## src/rtl/request_unit.sv

```systemverilog
// Instruction/data memory request sequencer between the cache interface and the control unit.
// Optional memory-wait counter on stall_cnt is built only when REQUEST_UNIT_PERF_EN is defined.
module request_unit (
  input  logic        CLK,
  input  logic        RST,
  input  logic [31:0] imemload,
  input  logic        ihit,
  input  logic        dhit,
  input  logic        dren_req,
  input  logic        dwen_req,
  input  logic        halt_req,
  output logic        imemREN,
  output logic        dmemREN,
  output logic        dmemWEN,
  output logic        pc_en,
  output logic [31:0] instr,
  output logic [5:0]  opcode,
  output logic [5:0]  funct,
  output logic        halt,
  output logic [31:0] stall_cnt
);

  typedef enum logic [1:0] {
    FETCH  = 2'd0,
    DATA   = 2'd1,
    HALTED = 2'd2
  } state_t;

  state_t      state;
  state_t      state_next;
  logic        store_q;
  logic        store_next;
  logic [31:0] instr_q;
  logic [31:0] instr_next;

  always_ff @(posedge CLK or posedge RST) begin
    if (RST) begin
      state   <= FETCH;
      store_q <= 1'b0;
      instr_q <= 32'h0;
    end else begin
      state   <= state_next;
      store_q <= store_next;
      instr_q <= instr_next;
    end
  end

  // Store wins over load when both decodes are set; halt wins over both.
  always_comb begin
    state_next = state;
    store_next = store_q;
    instr_next = instr_q;
    pc_en      = 1'b0;
    case (state)
      FETCH: begin
        if (ihit) begin
          if (halt_req) begin
            state_next = HALTED;
          end else if (dwen_req || dren_req) begin
            state_next = DATA;
            store_next = dwen_req;
            instr_next = imemload;
          end else begin
            pc_en = 1'b1;
          end
        end
      end
      DATA: begin
        if (dhit) begin
          pc_en      = 1'b1;
          state_next = FETCH;
        end
      end
      HALTED: begin
        state_next = HALTED;
      end
      default: begin
        state_next = FETCH;
      end
    endcase
  end

  // Requests decode from registered state only, so they move on CLK or RST alone.
  assign imemREN = (state == FETCH);
  assign dmemREN = (state == DATA) && !store_q;
  assign dmemWEN = (state == DATA) && store_q;
  assign halt    = (state == HALTED);

  assign instr  = (state == DATA) ? instr_q : imemload;
  assign opcode = instr[31:26];
  assign funct  = instr[5:0];

`ifdef REQUEST_UNIT_PERF_EN
  function automatic logic [31:0] sat_inc(input logic [31:0] v);
    return (v == 32'hFFFF_FFFF) ? v : v + 32'd1;
  endfunction

  logic        stall_cyc;
  logic [31:0] stall_q;

  assign stall_cyc = ((state == FETCH) && !ihit) || ((state == DATA) && !dhit);

  always_ff @(posedge CLK or posedge RST) begin
    if (RST) begin
      stall_q <= 32'h0;
    end else if (stall_cyc) begin
      stall_q <= sat_inc(stall_q);
    end
  end

  assign stall_cnt = stall_q;
`else
  assign stall_cnt = 32'h0;
`endif

endmodule

```

## config.mk

```make
export PLATFORM = sky130hd
export DESIGN_NAME = request_unit
export DESIGN_NICKNAME = d
export VERILOG_FILES = /design/src/rtl/request_unit.sv
export SDC_FILE = /design/constraint.sdc
export NUM_CORES = 1
export LEC_CHECK = 0
export CORE_MARGIN = 5
export CORE_UTILIZATION = 43
export CTS_CLUSTER_SIZE = 40
export DETAILED_ROUTE_END_ITERATION = 10
export PLACE_DENSITY = 0.87
export SYNTH_ARGS = -nofsm -noshare
export SYNTH_HDL_FRONTEND = slang
export SYNTH_SLANG_ARGS = --single-unit
```

## constraint.sdc

```tcl
create_clock -name CLK -period 3.2 [get_ports CLK]
set_input_delay 0.64 -clock CLK [delete_from_list [all_inputs] [get_ports CLK]]
set_output_delay 0.64 -clock CLK [all_outputs]
set_load 0.1 [all_outputs]
```

# Word-level counts from Yosys, hierarchy flattened
# Index checks and enable logic that the tools add are counted.
dict set report totals {
  register_bits 35
  in_bits 39
  out_inout_bits 81
  elab_cells 27
}
dict set report classes {
  eq_ne 5
  mux 11
  bitwise 1
  n_reduce_logical 7
}
# op n
set ops {}
lappend ops {{$mux 32} 1}
lappend ops {{$mux 2} 4}
lappend ops {{$pmux 2 s3} 1}
lappend ops {{$mux 1} 4}
lappend ops {{$ne 2x2->1 const B} 2}
lappend ops {{$reduce_and 4->1} 1}
lappend ops {{$ne 3x2->1 const B} 1}
lappend ops {{$reduce_and 3->1} 1}
lappend ops {{$eq 2x1->1 const B} 1}
lappend ops {{$eq 2x2->1 const B} 1}
lappend ops {{$logic_and 1x1->1} 2}
lappend ops {{$logic_not 2->1} 1}
lappend ops {{$pmux 1 s2} 1}
lappend ops {{$logic_not 1->1} 1}
lappend ops {{$logic_or 1x1->1} 1}
lappend ops {{$not 1->1} 1}

# Longest topological paths before layout
dict set report logic_depth {
  word_depth 5
  ltp_mapped 6
  depth_no_buf 3
}

# Worst setup path after synthesis
# No wires, ideal clock.
dict set report synth_path {
  path_kind {input -> output}
  startpoint {in halt_req}
  endpoint {out pc_en}
  arrival_ps 2255
  required_ps 2560
  slack_ps 305
  path_stages 3
  n_path_buf 0
  path_cell_list {nor4b_4 > a22oi_1 > nor2_1}
}
dict set report synth_between {
  elab_chain_cells 3
}
# element line_no
set synth_lines {}
lappend synth_lines {{from (decl)} 11} ;# input logic halt_req,
lappend synth_lines {{$mux 1} 57} ;# if (halt_req) begin
lappend synth_lines {{$mux 1} 56} ;# if (ihit) begin
lappend synth_lines {{$pmux 1 s2} 54} ;# case (state)
lappend synth_lines {{to (decl)} 15} ;# output logic pc_en,
# No other way between the ends.

# Final worst setup path
dict set report layout_path {
  startpoint {reg state[1]}
  endpoint {out opcode[4]}
}
dict set report layout_between {
  elab_chain_cells 2
}
# element line_no
set layout_lines {}
lappend layout_lines {{from (decl)} 29} ;# state_t state;
lappend layout_lines {{from (signal assigned)} 42} ;# state <= state_next;
lappend layout_lines {{$eq 2x1->1} 89} ;# assign instr = (state == DATA) ? instr_q : imemload;
lappend layout_lines {{$mux 32} 89}
lappend layout_lines {{to (decl)} 17} ;# output logic [5:0] opcode,
# No other way between the ends.

==> results.sh <==
export IMPL_ys_top_cells_by_count="97 x nand2_1, 44 x buf_4, 35 x dfrtp_1"
export IMPL_rsz0062_at_grt="false"
export IMPL_drive_above_1_share_pct=31.0
export IMPL_initial_core_util_pct=44.1
export IMPL_drtIter0Drc=90
export IMPL_dp_hpwl_um=4450
export IMPL_nFillCells=394
export IMPL_fp_dieH_um=82.4
export IMPL_setup_viol=0
export IMPL_max_cap_viol_count=0
export IMPL_min_period_ns=2.77
export IMPL_avgViaCountPerCell=4.37
export IMPL_status="finished clean"
export IMPL_slowest_delay_ns=0.60
export IMPL_grt_max_degree=36
export IMPL_dr_pass1_iters=4
export IMPL_path_cells="and2b_1 -> buf_4 -> nand2_1 -> nand2_1 -> buf_12"
export IMPL_synthTopCellsByArea="dfrtp_1 39%, mux2_4 19%, nand2_1 16%, buf_4 15%, buf_12 2.7%"
export IMPL_cts_path_max_buffers=2
export IMPL_synth_main_ff_cell="dfrtp_1"
export IMPL_hold_viol_final=0
export IMPL_async_reset_ff_share_pct=100
export IMPL_rrSetupSlack_ns=1.20
export IMPL_worstPathArrival_ns=2.13
export IMPL_die_w_um=82.4
export IMPL_hold_class="flip-flop to flip-flop"
export IMPL_synth_edff_count=0
export IMPL_worstSetupStartpointType="flip-flop"
export IMPL_synth_top_area_share_pct=38.9
export IMPL_drtAntennaViolNets=0
export IMPL_antenna_cells=0
export IMPL_dieArea_sq_um=6790
export IMPL_wl_per_cell_um=14.3
export IMPL_synth_most_common_cell="nand2_1"
export IMPL_syn_inst=237
export IMPL_cp_top_family="simple AND/OR/NAND/NOR gates"
export IMPL_wl_um=5480
export IMPL_path_common_cell="nand2_1"
export IMPL_synth_distinct_cells=20
export IMPL_post_cts_buffers=0
export IMPL_multi_input_area_sq_um=1060
export IMPL_synth_seq_cells=35
export IMPL_grt_overflow=0
export IMPL_drv_slew=0
export IMPL_cts_repair_resized=0
export IMPL_cts_root_buffer="clkbuf_8"
export IMPL_grt_pass1_wl_um=8710
export IMPL_clkLatencyLatePin_ns=0.28
export IMPL_required_ns=2.56
export IMPL_hold_buffers=0
export IMPL_nets=351
export IMPL_fmax_ghz=0.361
export IMPL_end_kind="primary output"
export IMPL_crit_fanout=17
export IMPL_ys_seq_area_share_pct=38.9
export IMPL_cts_sinks=35
export IMPL_critical_path_class="flip-flop to primary output"
export IMPL_fin_tns_setup_ns=0
export IMPL_critPathBufInv=2
export IMPL_io_buffers=87
export IMPL_grt_pass1_vias=1869
export IMPL_hold_start="instr_q[26]"
export IMPL_core_area_sq_um=5110
export IMPL_h_tree_depth=2
export IMPL_antenna_found_initial=0
export IMPL_synth_largest_area_cell="dfrtp_1"
export IMPL_syn_area_sq_um=2250
export IMPL_peakVddDrop_uv=353
export IMPL_track_usage_pct=16.7
export IMPL_slowest_stage="and2b_1"
export IMPL_route_detailed_drc=0
export IMPL_syn2layout_area_growth_pct=57.0
export IMPL_cts_made_buffers=5
export IMPL_vias=1672
export IMPL_crit_start="state[1]"
export IMPL_max_slew_worst_pin_slew_ns=0.569
export IMPL_cts_clk_slew_worst_paths_ns=0.07
export IMPL_p_total_uw=2230
export IMPL_synth_area_per_cell_sq_um=9.51
export IMPL_yosysWarnings=0
export IMPL_regArea_sq_um=876
export IMPL_place_congestion=0.705
export IMPL_cts_tree="done"
export IMPL_fin_crit_sh_pct=86.5
export IMPL_slew_headroom_pct=62.1
export IMPL_core_rowCount=26
export IMPL_fin_skew_ns=0.00745
export IMPL_r2r_start="state[1]"
export IMPL_leakage_uw=0.00173
export IMPL_p_per_area_nw_per_um2=631
export IMPL_pin_count=120
worst reg2reg max path, stage by stage, from the launching register on:
cell	delay, ns
dfrtp_1	0.47
nor4b_4	0.38
and2b_2	0.45
buf_12	0.26
mux2_4	0.33
state kept, by name, indices dropped and copies added, names as in the netlist:
| register | cells |
|---|---|
| instr_q | 32 |
| store_q | 1 |
| state | 2 |
power breakdown:
part	switching, uW	internal [uW]	leakage (uW)	total (uW)
Combinational	585	450	0.00125	1030
Clock	147	252	0.0000612	399
Sequential	139	658	0.000420	797
Total	871	1360	0.00173	2230
cells in the final DEF (no fill, tap or decap), drive strengths merged, types with 2 or more instances in the layout:
cell type	synthesis	routed
nor2	5	5
and2b	2	2
nand2	97	97
mux2	32	32
buf	48	55
clkdlybuf4s50	0	38
dfrtp	35	35
conb	1	32
clkbuf	8	6
area by class of cell:
type | count | area share (%)
well taps | 70 | 2.48
clock inverters | 2 | 0.990
clock buffers | 6 | 2.33
multi-input cells | 176 | 30.0
inverters | 1 | 0.106
repair buffers | 93 | 39.4
flip-flops and latches | 35 | 24.8
per-stage QoR:
step	std cells	setup slack, ns	instance area [sq um]	hold WS [ns]	util (%)
4_1_cts	383	0.406	3540	0.516	69.3
3_3_place_gp	375	0.669	3420	0.490	67.0
3_5_place_dp	375	0.608	3420	0.494	67.0
6_report	383	0.433	3540	0.513	69.3
2_1_floorplan	268	0.305	2370	0.480	-
5_1_grt	383	0.286	3540	0.531	69.3
cell families after synthesis:
kind of cell | count (synthesis) | share of synthesized area, %
flip-flops | 35 | 38.9
AO/OA/AOI/OAI | 4 | 1.28
buffers and inverters | 57 | 19.3
other | 1 | 0.166
AND/OR/NAND/NOR | 108 | 19.5
multiplexers | 32 | 20.8
path summary, 6_finish.rpt:
check                              end  cells after the start
min reg2reg                instr_q[26]                      1
min in group asynchronous   instr_q[4]                      3
max in group asynchronous  instr_q[27]                      3
max reg2reg                 instr_q[4]                      4
min                        instr_q[26]                      1
max                          opcode[4]                      5
metal layers:
layer | up-vias | global-route usage, % | wire, um
li1 | 815 | - | -
met1 | 789 | 17.4 | 1990
met2 | 66 | 32.8 | 3050
met3 | 2 | 5.42 | 429
met4 | 0 | 1.99 | 10
met5 | - | 0 | 0
(Power assumes the default switching activity.)
==> patch 1 (same settings) <==
Re-encode `state_t` (3 states) as one-hot, 3 bits wide.
--- a/src/rtl/request_unit.sv
+++ b/src/rtl/request_unit.sv
@@ -20,10 +20,10 @@
   output logic [31:0] stall_cnt
 );
 
-  typedef enum logic [1:0] {
-    FETCH  = 2'd0,
-    DATA   = 2'd1,
-    HALTED = 2'd2
+  typedef enum logic [2:0] {
+    FETCH  = 3'b001,
+    DATA   = 3'b010,
+    HALTED = 3'b100
   } state_t;
 
   state_t      state;
Formal check against the unedited RTL: same outputs for any inputs over 10 cycles, from zero or initial values and one cycle with RST high; not proved beyond that.
==> patch 1 against the unedited design <==
  * Sequential cell count is 1 higher
  * Sequential power increased by 1%
  * Largest cell class unchanged
  * Power grew 18%
  * Setup slack better by 120 ps
  * Critical endpoint is now opcode[1]
  * Critical path depth shrank 1
  * Cell area is 0.78% lower
  * Largest power group unchanged
  * Count of clock-buffer cells in the layout unchanged
  * Register-to-register slack better by 230 ps
  * Final cell count is 14% lower
  * Critical path type unchanged
  * Clock skew shrank 2.1 ps
  * Wire length shrank 12%
  * Non-clock buffer count decreased by 1
  * Synthesized area decreased by 1.8%
==> patch 1: results (changes against the unedited design) <==
Parameter                              Value

Status
  Run status ... finished, final reports clean

Critical path
  Crit path to ... opcode[1]
  Slowest cell delay on critical path ... 560 ps (-40 ps)
  Arr. time, crit path ... 2010 ps (-120 ps)
  Crit-path leading delay family ... flip-flops
  Reg-to-reg endpoint ... instr_q[11]$_DFFE_PP0P_
  Setup slack of the most critical reg-to-reg path ... 1430 ps (+230 ps)
  Largest fanout of any net on the critical path ... 20 (+3)

Global route
  Routing usage on met2 ... 0.254 (-0.0733)
  Met1 Usage GRT ... 0.172 (-0.00165)
  Global-route wire length before repair ... 7560 microns (-13%)
  Fraction of met3 tracks used by global routing ... 0.0625 (+0.00827)
  Overall track demand over capacity in global routing ... 0.149 (-0.0178)

Finish
  Layout sequential cell count ... 36 (+2.9%)
  #MultiIn Comb ... 120 (-32%)
  Non-clock buffer share of cell area ... 0.391 (-0.00261)
  P&R area growth vs syn ... 58.6%
  Sequential share of cell area ... 0.257 (+0.00942)
  Share of cells above drive strength 1 ... 0.504 (+0.194)
  Area fraction of clock buffers and clock inverters ... 0.0306 (-0.00259)
  Largest regs ... instr_q x32, state x3, store_q x1
  Nets@finish ... 296 (-16%)
  Inverters ... 2 (+1)

STA
  Worst hold-check slack ... 490 ps (-23.1 ps)
  Peak clock frequency supported by timing ... 377 MHz (+4.4%)
  Clock skew ... 5.35 ps (-2.10 ps)

Detailed routing
  Amount of wire on met3 after detailed routing ... 464 microns (+8.2%)
  Routed met2 length ... 2550 microns (-16%)
  Met1 routed wirelength after detailed routing ... 1800 microns (-9.7%)
  Routed WL per cell ... 14.7 microns (+2.8%)
  Wirelength, routed ... 4820 microns (-12%)

Yosys
  Cell area after technology mapping ... 2210 sq um (-1.8%)
  Sequential fraction of the synthesis area ... 0.408 (+0.0189)

Pwr
  IR Drop Worst-Case VDD ... 0.000428 V (+21%)
  Leakage component of the power ... 0.00153 uW (-11%)
  Cell-internal power ... 1450 uW (+6.6%)

Placement
  Estimated wirelength of the detail-placed design ... 3880 microns (-13%)
==> patch 1: cell types whose count changed after synthesis, moves of 2 or more <==
cell	delta
sky130_fd_sc_hd__a21oi_1	+2
sky130_fd_sc_hd__clkbuf_1	-8
sky130_fd_sc_hd__buf_4	+4
sky130_fd_sc_hd__buf_6	+2
sky130_fd_sc_hd__and2b_1	-2
sky130_fd_sc_hd__buf_12	-3
sky130_fd_sc_hd__mux2_2	+60
sky130_fd_sc_hd__mux2_4	-29
sky130_fd_sc_hd__nand2_1	-95
==> patch 1: power groups by stage <==
stage          sequential (uW)  clock, uW  combinational (uW)
6_report                   806        386                1430
5_1_grt                    838        425                1490
3_5_place_dp               816          0                1440
2_1_floorplan              761          0                1110
4_1_cts                    809        401                1440
3_3_place_gp               794          0                1420
==> patch 1: kinds of logic after synthesis <==
| kind of cell | synth area share |
|---|---|
| other | 0.00169 |
| AOI/OAI and AO/OA | 0.0209 |
| muxes | 0.326 |
| and+or+nand+nor | 0.0605 |
| buffers and inverters | 0.184 |
| DFF | 0.408 |
==> patch 2 (config.mk and constraints unchanged) <==
Made on the original files. Add a define of `REQUEST_UNIT_PERF_EN`.
--- a/src/rtl/request_unit.sv
+++ b/src/rtl/request_unit.sv
@@ -1,5 +1,7 @@
 // Instruction/data memory request sequencer between the cache interface and the control unit.
 // Optional memory-wait counter on stall_cnt is built only when REQUEST_UNIT_PERF_EN is defined.
+`define REQUEST_UNIT_PERF_EN
+
 module request_unit (
   input  logic        CLK,
   input  logic        RST,
Check against the original RTL: not equivalent (Yosys sat finds a counterexample within 4 cycles, from zero or initial values and one cycle with RST high).
==> patch 2 against the unedited design <==
  * Non-clock buffer count increased by 30
  * Cell area increased by 37%
  * Setup slack improved by 73 ps
  * Wire length rose by 47%
  * Sequential cell count increased by 32
  * Synthesized area grew 54%
  * Power up 36%
  * Largest cell class is now flip-flops and latches
  * Sequential power is 57% higher
  * Largest power group is now registers
==> patch 2: results (changes against the unedited design) <==
Parameter                              Value

Status
  Run status ... finished, final reports clean

Yosys
  Synthesized instance count ... 283 (+19%)
  Number of library cell types mapped by synthesis ... 38 (+90%)
  Most instantiated cells after synthesis ... sky130_fd_sc_hd__dfrtp_1 (67), sky130_fd_sc_hd__mux2_2 (64), sky130_fd_sc_hd__xnor2_1 (21)
  Sequential fraction of the synthesis area ... 0.483 (+0.0940)

Pwr
  IR Drop Worst-Case VDD ... 0.000939 V (+170%)
  Leakage component of the power ... 0.00220 uW (+27%)

Critical path
  Crit path to ... instr[2]
  CP Launch Point ... state[0]$_DFFE_PP0P_
  Crit-path slowest cell ... sky130_fd_sc_hd__dfrtp_1
  Reg-to-reg endpoint ... instr_q[11]$_DFFE_PP0P_
  Largest fanout of any net on the critical path ... 34 (+17)
  Slowest cell delay on critical path ... 500 ps (-100 ps)
  Crit-path leading delay family ... buffers and inverters
  Setup slack of the most critical reg-to-reg path ... 1170 ps (-30 ps)

Finish
  Non-filler cells, final ... 501 (+31%)
  Nets@finish ... 434 (+24%)

Placement
  Buffers added on ports ... 119 (+37%)
  Dpl cells ... 485 (+29%)

Clock tree
  Worst-Skew Late Latency ... 340 ps (+60 ps)
  Total clock buffers created by CTS ... 9 (+4)

Global route
  Overall track demand over capacity in global routing ... 0.163 (-0.00375)
  Largest net degree at the start of global routing ... 35 (-2.8%)

STA
  Least-Margin Pin Slew ... 544 ps (-25.1 ps)

Detailed routing
  Routed WL per cell ... 16.0 microns (+12%)
## patch 2: through the flow
stage               area (sq um)  setup slack [ps]  hold slack (ps)
finish                      4850               506              496
global route                4850               378              522
floorplan                   3480               251              475
CTS                         4850               485              505
global placement            4620               600              482
detailed placement          4620               581              490
## patch 2: cell families (layout without fill, tap and decap cells)
kind of cell	count (synthesis)	after routing	synth area share
compound gates	8	8	0.0184
xor+xnor	31	31	0.0782
fa+ha+maj	1	1	0.00360
buf+inv	25	141	0.0501
flops	67	67	0.483
mux	66	66	0.215
simple gates	85	85	0.152
## patch 2: final cells by class
class,count,area [sq um]
fill,621,2960
sequential,67,1680
clock buffer,12,155
multi-input combinational,191,1630
tap,102,128
clock inverter,4,72.6
inverter,2,7.51
timing repair buffer,123,1180
## patch 2: worst min path at each step
| stage | slack [ps] | startpoint | end |
|---|---|---|---|
| 2_1_floorplan | 470 | instr_q[0]$_DFFE_PP0P_ | instr_q[0]$_DFFE_PP0P_ |
| 3_3_place_gp | 480 | stall_cnt[21]$_DFFE_PP0P_ | stall_cnt[21]$_DFFE_PP0P_ |
| 3_5_place_dp | 490 | stall_cnt[23]$_DFFE_PP0P_ | stall_cnt[23]$_DFFE_PP0P_ |
| 4_1_cts | 500 | stall_cnt[23]$_DFFE_PP0P_ | stall_cnt[23]$_DFFE_PP0P_ |
| 5_1_grt | 520 | instr_q[27]$_DFFE_PP0P_ | instr_q[27]$_DFFE_PP0P_ |
| 6_report | 500 | stall_cnt[23]$_DFFE_PP0P_ | stall_cnt[23]$_DFFE_PP0P_ |
## patch 2: power breakdown
group	total, uW	switching, uW	leakage [uW]	internal, uW
sequential	1250	160	0.000858	1090
clock	794	314	0.000113	480
combinational	989	636	0.00123	352
## patch 2: routing by layer
| metal | global-route usage | up-vias | routed length [microns] |
|---|---|---|---|
| met5 | 0 | - | 0 |
| met1 | 0.215 | 1248 | 3540 |
| met3 | 0.0493 | 5 | 492 |
| li1 | - | 1219 | - |
| met2 | 0.262 | 80 | 3970 |
| met4 | 0.0410 | 0 | 37 |
